$ cat config.mk
export PLATFORM = sky130hd
export DESIGN_NAME = sb_routed_v2_flat
export DESIGN_NICKNAME = d
export VERILOG_FILES = /design/src/rtl/sb_routed_v2_if.sv /design/src/rtl/sb_routed_v2.sv /design/src/flat_wrapper.sv
export SDC_FILE = /design/constraint.sdc
export NUM_CORES = 1
export LEC_CHECK = 0
export ABC_AREA = 1
export BUFFER_PORTS_ARGS = -buffer_cell sky130_fd_sc_hd__buf_2
export CAP_MARGIN = 40
export CORE_ASPECT_RATIO = 1.25
export CORE_MARGIN = 1.5
export CORE_UTILIZATION = 61
export CTS_BUF_LIST = sky130_fd_sc_hd__clkbuf_8
export CTS_CLUSTER_SIZE = 40
export DETAILED_ROUTE_END_ITERATION = 8
export PLACE_DENSITY = 0.9
export RECOVER_POWER = 25
export SLEW_MARGIN = 20
export SYNTH_ARGS = -nofsm -noshare
export SYNTH_HDL_FRONTEND = slang
export SYNTH_SLANG_ARGS = --single-unit
$ cat constraint.sdc
create_clock -name clk -period 2.9 [get_ports clk]
set_input_delay 0.58 -clock clk [delete_from_list [all_inputs] [get_ports clk]]
set_output_delay 0.58 -clock clk [all_outputs]
set_load 0.02 [all_outputs]
$ cat src/rtl/sb_routed_v2_if.sv
// sb_routed_v2_if: config chain and track bundle for the double-buffered switch box
interface sb_routed_v2_if #(parameter int WIDTH = 32);
    logic             en;
    logic             config_en;
    logic             config_data_in;
    logic             config_commit;
    logic             config_data_out;
    logic             cfg_dirty;
    logic [WIDTH-1:0] north_in, east_in, south_in, west_in;
    logic [WIDTH-1:0] north_out, east_out, south_out, west_out;
    modport master (
        output en, config_en, config_data_in, config_commit,
        output north_in, east_in, south_in, west_in,
        input  config_data_out, cfg_dirty,
        input  north_out, east_out, south_out, west_out
    );
    modport slave (
        input  en, config_en, config_data_in, config_commit,
        input  north_in, east_in, south_in, west_in,
        output config_data_out, cfg_dirty,
        output north_out, east_out, south_out, west_out
    );
endinterface

$ cat src/rtl/sb_routed_v2.sv
// sb_routed_v2: per-track switch box with shadow/active double-buffered config and optional output register
module sb_routed_v2 #(
    parameter int WIDTH   = 32,
    parameter int REG_OUT = 0
) (
    input logic          clk,
    input logic          rst,
    sb_routed_v2_if.slave bus
);
    localparam int CFG_BITS = 8 * WIDTH;
    logic [CFG_BITS-1:0]    r_shadow;
    logic [CFG_BITS-1:0]    r_active;
    logic                   r_dirty;
    logic [3:0][WIDTH-1:0]  w_in;
    logic [3:0][WIDTH-1:0]  w_out;
    // commit captures the pre-shift shadow; a concurrent shift keeps the box dirty
    always_ff @(posedge clk) begin
        if (rst) begin
            r_shadow <= '0;
            r_active <= '0;
            r_dirty  <= 1'b0;
        end else if (bus.en) begin
            if (bus.config_en) r_shadow <= {r_shadow[CFG_BITS-2:0], bus.config_data_in};
            if (bus.config_commit) r_active <= r_shadow;
            r_dirty <= bus.config_en ? 1'b1 : bus.config_commit ? 1'b0 : r_dirty;
        end
    end
    assign w_in = {bus.west_in, bus.south_in, bus.east_in, bus.north_in};
    // source side is (d + sel) mod 4, so sel 00 means off and loopback cannot occur
    for (genvar d = 0; d < 4; d++) begin : g_side
        for (genvar t = 0; t < WIDTH; t++) begin : g_trk
            logic [1:0] w_sel;
            logic [1:0] w_src;
            assign w_sel       = r_active[(d*WIDTH+t)*2 +: 2];
            assign w_src       = w_sel + 2'(d);
            assign w_out[d][t] = (w_sel != 2'b00) && w_in[w_src][t];
        end
    end
    if (REG_OUT != 0) begin : g_reg
        logic [3:0][WIDTH-1:0] r_out;
        always_ff @(posedge clk) begin
            if (rst) r_out <= '0;
            else     r_out <= w_out;
        end
        assign {bus.west_out, bus.south_out, bus.east_out, bus.north_out} = r_out;
    end else begin : g_comb
        assign {bus.west_out, bus.south_out, bus.east_out, bus.north_out} = w_out;
    end
    assign bus.config_data_out = r_shadow[CFG_BITS-1];
    assign bus.cfg_dirty       = r_dirty;
endmodule

$ cat src/flat_wrapper.sv
// flat-port wrapper written by rule: the top's interface ports become plain ports
module sb_routed_v2_flat 
#(
    parameter int WIDTH   = 32,
    parameter int REG_OUT = 0
)
  (clk, rst, bus_en, bus_config_en, bus_config_data_in, bus_config_commit, bus_north_in, bus_east_in, bus_south_in, bus_west_in, bus_config_data_out, bus_cfg_dirty, bus_north_out, bus_east_out, bus_south_out, bus_west_out);
  sb_routed_v2_if #(.WIDTH(WIDTH)) bus_i ();
  input logic clk;
  input logic rst;
  input wire logic [$bits(bus_i.en)-1:0] bus_en;
  input wire logic [$bits(bus_i.config_en)-1:0] bus_config_en;
  input wire logic [$bits(bus_i.config_data_in)-1:0] bus_config_data_in;
  input wire logic [$bits(bus_i.config_commit)-1:0] bus_config_commit;
  input wire logic [$bits(bus_i.north_in)-1:0] bus_north_in;
  input wire logic [$bits(bus_i.east_in)-1:0] bus_east_in;
  input wire logic [$bits(bus_i.south_in)-1:0] bus_south_in;
  input wire logic [$bits(bus_i.west_in)-1:0] bus_west_in;
  output wire logic [$bits(bus_i.config_data_out)-1:0] bus_config_data_out;
  output wire logic [$bits(bus_i.cfg_dirty)-1:0] bus_cfg_dirty;
  output wire logic [$bits(bus_i.north_out)-1:0] bus_north_out;
  output wire logic [$bits(bus_i.east_out)-1:0] bus_east_out;
  output wire logic [$bits(bus_i.south_out)-1:0] bus_south_out;
  output wire logic [$bits(bus_i.west_out)-1:0] bus_west_out;
  assign bus_i.en = bus_en;
  assign bus_i.config_en = bus_config_en;
  assign bus_i.config_data_in = bus_config_data_in;
  assign bus_i.config_commit = bus_config_commit;
  assign bus_i.north_in = bus_north_in;
  assign bus_i.east_in = bus_east_in;
  assign bus_i.south_in = bus_south_in;
  assign bus_i.west_in = bus_west_in;
  assign bus_config_data_out = bus_i.config_data_out;
  assign bus_cfg_dirty = bus_i.cfg_dirty;
  assign bus_north_out = bus_i.north_out;
  assign bus_east_out = bus_i.east_out;
  assign bus_south_out = bus_i.south_out;
  assign bus_west_out = bus_i.west_out;
  sb_routed_v2 #(.WIDTH(WIDTH), .REG_OUT(REG_OUT)) u_core (.clk(clk), .rst(rst), .bus(bus_i));
endmodule
Word-level counts from Yosys, hierarchy flattened
Cells that the tools add are included.
Storage, ports and cells
  register bits: 513
  output and inout port bits: 130
  word-level logic and storage cells: 745
Cells by class
  add/sub/neg operators: 96
  magnitude comparators: 128
  mux-type cells: 258
  reduce and logical (&&, ||, !) cells: 260
Operator list (count)
  $bmux W32 S2: 128
  $lt A2 B3 Y1 const B: 128
  $reduce_bool A2 Y1: 129
  $add A2 B2 Y2 const B: 64
  $logic_and A1 B1 Y1: 128
  $mux W32: 4
  $mux W31: 4
  $mux W30: 4
  $mux W29: 4
  $mux W28: 4
  $mux W27: 4
  $mux W26: 4
  $mux W25: 4
  $mux W24: 4
  $mux W23: 4
  $mux W22: 4
  $mux W21: 4
  $mux W20: 4
  $mux W19: 4
  $mux W18: 4
  $mux W17: 4
  $add A2 B1 Y2 const B: 32
  $mux W16: 4
  $mux W15: 4
  other kinds (15): 61

Depth between registers and ports, before layout
Gate-level depths: netlist of run 1.
  depth after elaboration: 4
  gate-level depth with buffers: 6

Worst setup path before layout of run 1
Ideal clock, no wire load.
  kind: register -> output
  start point: reg u_core.r_active[216]
  end point: out bus_west_out[12]
  arrival time: 1.189 ns
  data required time: 2.320 ns
  slack: 1.131 ns
  stages on the path, launching flop included: 6
  cell sequence: dfxtp_1 -> inv_1 -> ha_1 -> inv_1 -> nand3_1 -> a21oi_1
Between the ends
  longest elaborated chain between the ends: 4
Ends and longest elaborated chain
  start, declared: RTL line sb_routed_v2.sv:12  | logic [CFG_BITS-1:0] r_active;
  start signal, assigned: RTL line sb_routed_v2.sv:24  | if (bus.config_commit) r_active <= r_shadow;
  $add A2 B2 Y2: RTL line sb_routed_v2.sv:35  | assign w_src = w_sel + 2'(d);
  $bmux W32 S2: RTL line sb_routed_v2.sv:36  | assign w_out[d][t] = (w_sel != 2'b00) && w_in[w_src][t];
  $mux W13 (implied by the code): RTL line sb_routed_v2.sv:36
  $logic_and A1 B1 Y1 (*): RTL line sb_routed_v2.sv:36
  end, declared: RTL line flat_wrapper.sv:24  | output wire logic [$bits(bus_i.west_out)-1:0] bus_west_out;
Every way passes the cells marked *; elsewhere a longest branch is shown, timed or not. The select of a mux whose other input is x is not followed.

Worst setup path in the final report of run 1
Ends and elaborated chain as after synthesis.

==> impl_metrics.tcl, run 1 <==
set metrics [dict create \
    ys_seq_area_share_pct 45.5 \
    ys.flop_type "dfxtp_1" \
    ys_seq_elements 513 \
    area_growth_pct 13.3 \
    tightest_slew_ns 2.35 \
    htree_levels 3 \
    cts_setup_buffers 0 \
    grt_pass1_wl_mm 87.3 \
    status "finished, violations left" \
    cts_resized 0 \
    drt_wl_total_mm 53.7 \
    initial_core_util_pct 62.0 \
    syn_nets 3382 \
    avgSynthCellArea_sq_um 7.09 \
    worstPathRequired_ns 2.32 \
    place_congestion 0.872 \
    cp-start-kind "flip-flop" \
    drive_above_1_share_pct 11.7 \
    drcViolationCount 0 \
    rsz0062_at_grt "no" \
    nets 3576 \
    critPathMaxFanout 4 \
    num_rows 78 \
    clockBufferDepth 3 \
    yosysTopAreaCell "dfxtp_1" \
    final-hold-violation-count 0 \
    synth_area_sq_mm 0.0226 \
    hp-class "primary input to flip-flop" \
    violations "capacitance limit, slew limit" \
    clock_latency_ns 0.60 \
    cts-root-buf "clkbuf_8" \
    synth_area_leaders "dfxtp_1 45%, nand2_1 16%, a21oi_1 10%" \
    drv_slew 588 \
    crit_top_cell "inv_1" \
    fmax_ghz 0.378 \
    p_leak_nw 10.7 \
    yosysUniqueCellTypes 17 \
    skew_ns 0.0209 \
    rrSetupSlack_ns 1.95 \
    max_cap_viol_count 3 \
    tns_ns 0 \
    n_antenna_cell 0 \
    drtAntennaViolNets 0 \
    grt_usage_pct 27.3 \
    postCtsHoldBufs 0 \
    synth_most_common_cell "nand2_1" \
    ir_worst_vdd_uv 446 \
    fin_util_pct 70.3 \
    ys_top_cells_by_count "984 x nand2_1, 513 x dfxtp_1, 471 x a21oi_1, 362 x inv_1" \
    grt_pass1_vias 18900 \
    clock_sinks 513 \
    die_y_um 218 \
    ioPinCount 264 \
    crit_arrival_ns 2.07 \
    criticalPathCategory "flip-flop to output pin" \
    crit_slowest_cell "dfxtp_1" \
    synthArstFlopShare_pct 0 \
    cpPeakStageDelay_ns 0.38 \
    critPathCaptureType "output pin" \
    wl_per_cell_um 13.7 \
    overflow 0 \
    grt_max_degree 216 \
    cts_buffers 75 \
    core_sq_mm 0.0364 \
    synth_edf_count 0 \
    critical_path.cell_chain "inv_1 -> ha_1 -> inv_1 -> nand3_1 -> a21oi_1 -> buf_2" \
    fillers 2914 \
    yosysWarnings 0 \
    tritoncts "done" \
    first_iter_violations 1755 \
    die_x_um 175 \
    dieArea_sq_mm 0.0382 \
    p_per_area_mw_per_mm2 578 \
    first_pass_iters 5 \
    period_minus_slack_ns 2.65 \
    slew-limit-headroom_pct -56.7 \
    io_buffer_count 263 \
    viasPerCell 5.37 \
    synth_top_area_share_pct 45.5 \
    via_count 21000 \
    antenna_found_initial 0 \
    clk_pin_slew_ns 0.06 \
    post-route-period-util_pct 91.2 \
    netlist_instances 3184 \
    setup_viol 0 \
    dp_hpwl_mm 34.8 \
]
==> path summary, 6_finish.rpt <==
check,startpoint,endpoint,cells past startpoint
max reg2reg,u_core.r_shadow[149],u_core.r_active[149],2
min reg2reg,u_core.bus.cfg_dirty,u_core.bus.cfg_dirty,2
min,bus_config_data_in,u_core.r_shadow[0],3
max,u_core.r_active[216],bus_west_out[12],6
==> cell families after synthesis <==
family	share of synthesized area [%]
adder cells (fa/ha/maj)	3.55
AO/OA/AOI/OAI	17.6
buffers and inverters	9.49
flip-flops	45.5
AND/OR/NAND/NOR	23.8
==> sequential cells by signal, indices dropped and copies added (netlist names) <==
register / flops
u_core.bus.cfg_dirty: 1
u_core.r_active: 256
u_core.r_shadow: 256
==> where the power goes <==
| part | internal [W] | switching, W | leakage (nW) |
|---|---|---|---|
| clock network | 0.00330 | 0.00268 | 0.901 |
| logic | 0.000520 | 0.00102 | 5.66 |
| registers | 0.00719 | 0.0000622 | 4.16 |
| total | 0.0110 | 0.00377 | 10.7 |
==> layer usage <==
layer  track usage, %  vias to the layer above  routed length [um]
met5                0                        -                   0
met4             13.8                        0                2330
met3             3.67                      134                2460
met2             47.9                      588               26600
met1             32.8                     9615               22400
li1                 -                    10700                   -
==> final cells by class <==
type / instances / area, sq um / area share (%)
Multi-Input combinational cell: 2138 / 10200 / 39.8
Sequential cell: 513 / 10300 / 40.2
Inverter: 364 / 1380 / 5.38
Clock inverter: 31 / 181 / 0.709
Tap cell: 480 / 601 / 2.35
Clock buffer: 102 / 1400 / 5.49
Timing Repair Buffer: 286 / 1570 / 6.15
==> metrics by stage <==
stage               setup WS, ns  area (sq um)  cells  hold WS (ns)  power (W)
finish                     0.254         25600   3914         0.280     0.0148
global route               0.118         25600   3914         0.240     0.0154
CTS                        0.271         25700   3914         0.240     0.0148
detailed placement         0.858         24100   3781         0.456    0.00893
global placement           0.889         24100   3781         0.452    0.00890
floorplan                   1.13         22600   3184         0.443    0.00848
==> layout by cell type (no fill, tap or decap) <==
master	instances
clkbuf_8	102
a211oi_1	165
nand2_8	1
buf_8	1
ha_1	64
buf_12	7
inv_1	383
a21oi_1	471
nand3_1	192
dfxtp_1	513
clkbuf_2	2
buf_2	261
a211oi_2	5
clkbuf_1	3
inv_8	1
nor2_1	192
bufinv_16	2
clkinv_2	8
clkbuf_4	3
clkinvlp_4	1
buf_4	9
o21ai_0	64
nand2_1	984
==> worst max-delay path, delay by kind of cell (launching register included) <==
family                     cells  cell delay [ns]
DFF                            1             0.38
AOI/OAI and AO/OA              1             0.26
and+or+nand+nor                1             0.08
adders and majority gates      1             0.33
buffers and inverters          3             0.41
Note: power is estimated with default switching activity, not from simulation.
==> run 2: changes to the inputs <==
ABC_AREA = unset   (was 1)
PLACE_DENSITY = 0.89   (was 0.9)
SLEW_MARGIN = unset   (was 20)
==> impl_metrics.tcl, run 2 <==
set metrics [dict create \
    status "finished, violations left" \
    violations "capacitance limit, slew limit" \
    area_growth_pct 11.3 \
    fillers 3131 \
    drtAntennaViolNets 0 \
    cp-start-kind "flip-flop" \
    criticalPathCategory "flip-flop to output pin" \
    grt_pass1_vias 20800 \
    drt-met1-wl_mm 27.4 \
    ys_seq_area_share_pct 38.6 \
    synth_area_leaders "dfxtp_1 39%, a21bo_2 19%, a21oi_1 9.7%" \
    ir_worst_vdd_uv 315 \
    cts-root-buf "clkbuf_8" \
    postCtsHoldBufs 0 \
    clk_pin_slew_ns 0.06 \
    power_w 0.0141 \
    yosysWarnings 0 \
    dieArea_sq_mm 0.0449 \
    syn_nets 3047 \
    avgSynthCellArea_sq_um 9.34 \
    crit_slowest_cell "dfxtp_1" \
    cts_buffers 78 \
    period_minus_slack_ns 2.80 \
    hp-class "primary input to flip-flop" \
    tightest_slew_ns 2.64 \
    layout_common_cells "513 x a21bo_2, 513 x a21oi_1, 513 x dfxtp_1, 512 x nand3_1, 259 x buf_2" \
    grt_max_degree 147 \
    p_leak_nw 10.4 \
    yosysTopAreaCell "dfxtp_1" \
    crit_arrival_ns 2.22 \
    max_cap_viol_count 1 \
    fmax_ghz 0.357 \
    critical_path.cell_chain "inv_1 -> ha_1 -> mux4_2 -> nor2b_1 -> buf_2" \
    synth_area_sq_mm 0.0266 \
    post-route-period-util_pct 96.5 \
    setup_viol 0 \
    overflow 0 \
    die_x_um 190 \
    initial_core_util_pct 61.7 \
    clock_latency_ns 0.66 \
    critPathMaxFanout 3 \
    ioPinCount 264 \
    drcViolationCount 0 \
    netlist_instances 2849 \
    tns_ns 0 \
    ys_top_cells_by_count "513 x a21bo_2, 513 x a21oi_1, 513 x dfxtp_1, 512 x nand3_1, 212 x buf_2" \
    cpPeakStageDelay_ns 0.43 \
    nets 3161 \
    drv_slew 104 \
    ys.flop_type "dfxtp_1" \
    first_iter_violations 1816 \
    place_congestion 0.898 \
    die_y_um 236 \
    synthArstFlopShare_pct 0 \
    grt_pass1_wl_mm 105 \
    synth_top_area_share_pct 38.6 \
    yosysUniqueCellTypes 16 \
    final-hold-violation-count 0 \
    core_sq_mm 0.0431 \
    clock_sinks 513 \
    rsz0062_at_grt "no" \
    dp_hpwl_mm 43.7 \
    tritoncts "done" \
    place_inst 3448 \
    viasPerCell 6.08 \
    antenna_found_initial 3 \
    first_pass_iters 5 \
    io_buffer_count 263 \
    wl_met2_mm 33.0 \
    worstPathRequired_ns 2.32 \
    htree_levels 3 \
    drt_wl_total_mm 66.3 \
    via_count 21800 \
    grt_usage_pct 28.7 \
    skew_ns 0.0330 \
    p_per_area_mw_per_mm2 477 \
    ys_seq_elements 513 \
    clockBufferDepth 3 \
    dr.max_layer_used "met5" \
    met3WireLength_mm 3.18 \
    critPathCaptureType "output pin" \
    cts_resized 0 \
    drive_above_1_share_pct 33.5 \
    num_rows 85 \
    finalNonFillerCells 3589 \
    synth_edf_count 0 \
    cts_setup_buffers 0 \
    slew-limit-headroom_pct -76.2 \
    wl_per_cell_um 18.5 \
]
[run 2: cell types whose count changed after synthesis, sizes merged, moves of 117 or more]
cell / previous run / this run
nand2: 985 / 65
a21bo: 0 / 513
nand3: 192 / 512
inv: 364 / 128
nor2: 192 / 0
a211oi: 170 / 0
mux2i: 0 / 128
buf: 115 / 232
[run 2: final cells by class]
cell class	count	area (sq um)	area share (%)
diodes	2	5.00	0.0169
multi-input cells	1923	14400	48.7
clock buffers	109	1500	5.07
flip-flops and latches	513	10300	34.7
well taps	565	707	2.39
clock inverters	30	134	0.452
repair buffers	319	2080	7.02
inverters	128	480	1.62
[run 2: critical path: cells and delay by family, from the launching register on]
kind                     cells  cell delay, ns
adder cells (fa/ha/maj)      1            0.34
buffers and inverters        2            0.23
flip-flops                   1            0.43
multiplexers                 1            0.39
AND/OR/NAND/NOR              1            0.17
[run 2: power by group]
part	internal [W]	switching [W]	leakage [nW]
registers	0.00705	0.00000156	4.13
clock network	0.00333	0.00283	0.922
logic	0.000265	0.000667	5.32
total	0.0106	0.00349	10.4
[run 2: per-stage QoR]
step	setup WS, ns	hold slack (ns)	instance area (sq um)	util (%)
finish	0.103	0.219	29600	68.7
global route	0.0759	0.217	29600	68.7
CTS	0.119	0.182	29700	68.8
detailed placement	0.789	0.464	28000	65.0
global placement	0.786	0.458	28000	65.0
floorplan	1.00	0.451	26600	-
[run 2: metal layers]
| layer | vias up | GRT usage [%] |
|---|---|---|
| met5 | - | 0 |
| met4 | 2 | 14.4 |
| met3 | 180 | 4.43 |
| met2 | 648 | 48.4 |
| met1 | 10600 | 35.5 |
| li1 | 10400 | - |
[run 2: worst paths after layout]
check	to	slack (ns)	from	cells past startpoint
worst min register to register	u_core.r_shadow[192]	0.45	u_core.r_shadow[191]	2
worst max register to register	u_core.r_active[78]	1.92	u_core.r_active[78]	2
worst max-delay path	bus_east_out[5]	0.10	u_core.r_active[74]	5
worst min-delay path	u_core.r_shadow[0]	0.22	bus_config_data_in	3
[run 2: cells by family after synthesis]
kind of cell	count (synthesis)	share of synthesized area [%]
muxes	192	10.2
DFF	513	38.6
AOI/OAI and AO/OA	1026	29.0
buffers and inverters	413	7.12
adders and majority gates	64	3.01
and+or+nand+nor	641	12.1
